==> config.mk <==
export PLATFORM = sky130hd
export DESIGN_NAME = ram_dp_clr
export DESIGN_NICKNAME = d
export VERILOG_FILES = /design/src/rtl/ram_dp_clr.sv
export SDC_FILE = /design/constraint.sdc
export NUM_CORES = 2
export LEC_CHECK = 0
export BUFFER_PORTS_ARGS = -buffer_cell sky130_fd_sc_hd__buf_2
export CAP_MARGIN = 25
export CORE_ASPECT_RATIO = 2
export CORE_UTILIZATION = 49
export DETAILED_ROUTE_END_ITERATION = 10
export GPL_ROUTABILITY_DRIVEN = 0
export PLACE_DENSITY_LB_ADDON = 0.1
export SLEW_MARGIN = 15
export SYNTH_ARGS = -nofsm -noshare
export SYNTH_HDL_FRONTEND = slang
export SYNTH_SLANG_ARGS = --single-unit
==> constraint.sdc <==
create_clock -name clock -period 5.12 [get_ports clock]
set_input_delay 0.768 -clock clock [delete_from_list [all_inputs] [get_ports clock]]
set_output_delay 0.768 -clock clock [all_outputs]
set_load 0.02 [all_outputs]
==> src/rtl/ram_dp_clr.sv <==
// ram_dp_clr: simple-dual-port synchronous RAM with one write port and one
// read port on a single clock. It has a configurable read latency (1 or 2)
// and a selectable same-address read-during-write result. After every reset,
// a clear sequencer writes INIT_VALUE to every word.
//
// Ports:
//   clock      rising-edge clock
//   reset      synchronous, active-high reset
//   wren       write enable            wr_address  write address
//   data       write data
//   rden       read enable             rd_address  read address
//   q          registered read data; holds its value between reads
//   q_valid    one-cycle pulse aligned with q for each accepted read
//   busy       clear sequencer active; wren/rden are ignored
module ram_dp_clr #(
  parameter int                DATA_W       = 8,
  parameter int                DEPTH        = 256,
  parameter int                ADDR_W       = $clog2(DEPTH),
  parameter int                READ_LATENCY = 1,
  parameter int                RDW_MODE     = 0,
  parameter logic [DATA_W-1:0] INIT_VALUE   = '0
) (
  input  logic              clock,
  input  logic              reset,
  input  logic              wren,
  input  logic [ADDR_W-1:0] wr_address,
  input  logic [DATA_W-1:0] data,
  input  logic              rden,
  input  logic [ADDR_W-1:0] rd_address,
  output logic [DATA_W-1:0] q,
  output logic              q_valid,
  output logic              busy
);

  typedef enum logic {CLEAR, IDLE} state_e;

  // The counter is one bit wider than the address, so the terminal value
  // DEPTH-1 is unambiguous and the counter never wraps back into range.
  localparam logic [ADDR_W:0] CLR_LAST = (ADDR_W+1)'(DEPTH-1);

  state_e            state_q, state_d;
  logic [ADDR_W:0]   clr_cnt_q, clr_cnt_d;

  logic [DATA_W-1:0] mem [DEPTH];

  always_ff @(posedge clock) begin
    if (reset) begin
      state_q   <= CLEAR;
      clr_cnt_q <= '0;
    end else begin
      state_q   <= state_d;
      clr_cnt_q <= clr_cnt_d;
    end
  end

  always_comb begin
    state_d   = state_q;
    clr_cnt_d = clr_cnt_q;
    case (state_q)
      CLEAR: begin
        clr_cnt_d = clr_cnt_q + (ADDR_W+1)'(1);
        if (clr_cnt_q == CLR_LAST) state_d = IDLE;
      end
      default: ;
    endcase
  end

  assign busy = (state_q == CLEAR);

  // The single memory write port is shared by the clear sequencer and the
  // user write. The reset edge itself leaves the memory untouched.
  logic              mem_we;
  logic [ADDR_W-1:0] mem_wa;
  logic [DATA_W-1:0] mem_wd;

  assign mem_we = !reset && (busy || wren);
  assign mem_wa = busy ? clr_cnt_q[ADDR_W-1:0] : wr_address;
  assign mem_wd = busy ? INIT_VALUE : data;

  always_ff @(posedge clock) begin
    if (mem_we) mem[mem_wa] <= mem_wd;
  end

  // Read side. In old-data mode, the array read before the write lands
  // returns the pre-write word. In new-data mode, a same-address write
  // bypasses the array.
  logic              rd_acc;
  logic              rdw_hit;
  logic [DATA_W-1:0] rd_data;

  assign rd_acc  = !reset && !busy && rden;
  assign rdw_hit = wren && (wr_address == rd_address);
  assign rd_data = (RDW_MODE != 0 && rdw_hit) ? data : mem[rd_address];

  // Stage 1 captures the array read at the rden edge. A second stage is
  // present only when READ_LATENCY == 2. Data stages load only with a valid
  // read, so q holds its last value between reads.
  logic [READ_LATENCY:1]             vld_pipe_q;
  logic [READ_LATENCY:1][DATA_W-1:0] data_pipe_q;

  always_ff @(posedge clock) begin
    if (reset) begin
      vld_pipe_q  <= '0;
      data_pipe_q <= '0;
    end else begin
      vld_pipe_q[1] <= rd_acc;
      if (rd_acc) data_pipe_q[1] <= rd_data;
      for (int k = 2; k <= READ_LATENCY; k++) begin
        vld_pipe_q[k] <= vld_pipe_q[k-1];
        if (vld_pipe_q[k-1]) data_pipe_q[k] <= data_pipe_q[k-1];
      end
    end
  end

  assign q       = data_pipe_q[READ_LATENCY];
  assign q_valid = vld_pipe_q[READ_LATENCY];

endmodule

==> results.json <==
{
  "seq_area_frac_synth_pct": 76.3,
  "worstMarginPinSlew_ps": 1210,
  "cpPeakStageDelay_ps": 700,
  "area_delta_synth_final_pct": 10.6,
  "worstPathArrival_ps": 4780,
  "antenna_found_initial": 10,
  "wl_per_cell_microns": 34.5,
  "cts-root-buf": "clkbuf_16",
  "relSlewSlack_pct": 18.8,
  "cts.clk_slew.worst_paths_ps": 70,
  "boundaryPins": 38,
  "ys_ff_latch": 2067,
  "final-seq-area_sq_um": 61900,
  "fin_skew_ps": 46.8,
  "power.leakage_nw": 29.9,
  "drc": 0,
  "syn_area_per_cell_sq_um": 19.8,
  "status": "complete, no violations",
  "required_ps": 5840,
  "synth.net_count": 4117,
  "n_fill_cell": 12700,
  "crit_path_end_kind": "flip-flop",
  "period_needed_ps": 4060,
  "period_share_pct": 79.2,
  "ys_warn_count": 0,
  "worstSetupPathType": "in -> reg",
  "hold_viol_final": 0,
  "rsz0062_at_grt": "no",
  "r2r_setup_slack_ps": 1280,
  "ctsHtreeMaxLevel": 4,
  "post-cts-setup-buffer-count": 0,
  "r2r_start": "state_q",
  "io_buffers": 37,
  "std_cell_rows": 210,
  "cp_cell_sequence": "buf_2 -> buf_4 -> nand2b_2 -> buf_12 -> o221ai_1 -> o22ai_1 -> a22oi_1 -> nand4_1 -> o211ai_1",
  "dpl.hpwl_mm": 153,
  "ys.flop_type": "edfxtp_1",
  "crit_fanout": 24,
  "hold_depth": 2,
  "routed_wl_mm": 225,
  "clk_path_buf_depth": 4,
  "drive_gt1_share_pct": 19.8,
  "dr.pass1.iters": 8,
  "r2r-end": "mem[5][2]",
  "finalSetupTns_ps": 0,
  "cap_violations": 0,
  "synth_edf_count": 2048,
  "final_cell_mix": "2048 x edfxtp_1, 413 x mux2i_1, 311 x mux4_2",
  "grt_usage_pct": 27.1,
  "cts.sinks": 2067,
  "setup_viol": 0,
  "postCtsHoldBufs": 0,
  "synth_area_sq_um": 81100,
  "slowest_stage": "nand4_1",
  "reg2reg_depth": 5,
  "insertion_delay_ps": 840,
  "fmax_ghz": 0.247,
  "final_common_cell": "edfxtp_1",
  "nets": 4277,
  "hp-class": "in -> reg",
  "grt_pass1_vias": 42300,
  "drt_iter0_markers": 3605,
  "multiInputGateArea_sq_um": 17500,
  "grt_pass1_wl_mm": 316,
  "grt_max_degree": 127,
  "cts_tree": "yes",
  "drv_slew": 0,
  "dieHeight_microns": 577,
  "setup_slack_ps": 1060,
  "powerDensity_nw_per_um2": 370,
  "ant_nets": 0,
  "synthCells": 4087,
  "start_util_pct": 49.5,
  "cts_buffers": 180,
  "synth_cell_type_count": 63,
  "dp_slack_ps": 579,
  "die_x_microns": 290,
  "worst_setup_path_start_kind": "input port",
  "vias": 40600,
  "hold_path.startpoint": "reset",
  "core_region_area_sq_um": 164000,
  "ctsResizeCount": 0,
  "grt-ovfl-total": 0,
  "viasPerCell": 6.24,
  "peakVddDrop_v": 0.000257,
  "synthArstFlopShare_pct": 0,
  "fp.dieArea_sq_um": 167000,
  "worstHoldEndpoint": "clr_cnt_q[3]"
}
## Yosys cell counts (all sizes together), types with 5 or more instances
| cell | n | share of area, % |
|---|---|---|
| nor2b | 8 | 0.062 |
| nand2 | 85 | 0.39 |
| o22ai | 106 | 0.82 |
| buf | 144 | 1.7 |
| a211oi | 49 | 0.45 |
| mux2 | 40 | 0.56 |
| a211o | 5 | 0.054 |
| o221ai | 95 | 1.0 |
| a21oi | 57 | 0.35 |
| nand4 | 12 | 0.093 |
| nand2b | 7 | 0.054 |
| edfxtp | 2048 | 76 |
| and2 | 21 | 0.16 |
| o31ai | 12 | 0.11 |
| dfxtp | 19 | 0.47 |
| mux2i | 413 | 5.1 |
| mux4 | 311 | 8.6 |
| o21ai | 58 | 0.36 |
| a221oi | 47 | 0.51 |
| o211ai | 5 | 0.046 |
| clkbuf | 106 | 0.49 |
| inv | 11 | 0.051 |
| nor2 | 284 | 1.3 |
| nor3 | 9 | 0.056 |
| o32ai | 6 | 0.065 |
| nand3 | 31 | 0.19 |
| a2111oi | 22 | 0.27 |
| a22oi | 21 | 0.19 |
## worst max-delay path: cells and delay by family
family                 cells  cell delay (ps)
AOI/OAI and AO/OA          4             1570
and+or+nand+nor            2             1170
buffers and inverters      3             1160
## cell families after synthesis
family / share of synthesized area, %
AND/OR/NAND/NOR: 2.48
buffers and inverters: 2.28
multiplexers: 14.3
AO/OA/AOI/OAI: 4.56
XOR/XNOR: 0.0756
flip-flops: 76.3
adder cells (fa/ha/maj): 0.0308
## registers in the layout, indices dropped and copies added, names as in the netlist
register   cells
clr_cnt_q      9
state_q        1
mem         2048
q_valid        1
q              8
## where the power goes
part	switching, mW	leakage [nW]	internal (mW)
registers	0.00561	20.0	18.3
clock network	6.07	2.79	7.46
logic	0.863	7.04	0.522
## worst max path at each step
stage / end / startpoint / slack (ps) / depth (start not counted)
final: q[1] / rd_address[2] / 1060 / 9
after detailed placement: q[1] / rd_address[1] / 580 / 9
after floorplan: mem[0][0] / state_q / 1550 / 4
after CTS: mem[5][2] / state_q / 1310 / 5
after global routing: mem[132][0] / clr_cnt_q[2] / 1120 / 5
after global placement: q[3] / rd_address[0] / 210 / 10
## area by class of cell
type,instances,share of cell area [%]
Tap cell,2120,2.96
Antenna cell,4,0.0112
Timing Repair Buffer,228,2.19
Clock buffer,211,5.25
Multi-Input combinational cell,1757,19.5
Clock inverter,111,1.11
Sequential cell,2067,69.0
Inverter,13,0.0586
## stage by stage
stage               area [sq um]  instances  hold slack (ps)  power, mW  util [%]
finish                     89700       6511              335       33.2      54.7
detailed placement         84000       6183              484       20.1      51.2
floorplan                  81100       4087              454       19.6         -
CTS                        89700       6505              272       33.4      54.7
global placement           83900       6172              470       20.1      51.1
global route               89700       6509              331       34.0      54.7
## routing by layer
layer	vias to the layer above	share of wire (%)	track usage [%]
li1	17200	-	-
met1	21500	33	29.2
met2	1429	55	50.7
met3	477	5.0	3.40
met4	8	6.3	14.8
met5	-	0.027	0
No activity file was read; power rests on OpenSTA's default activity.
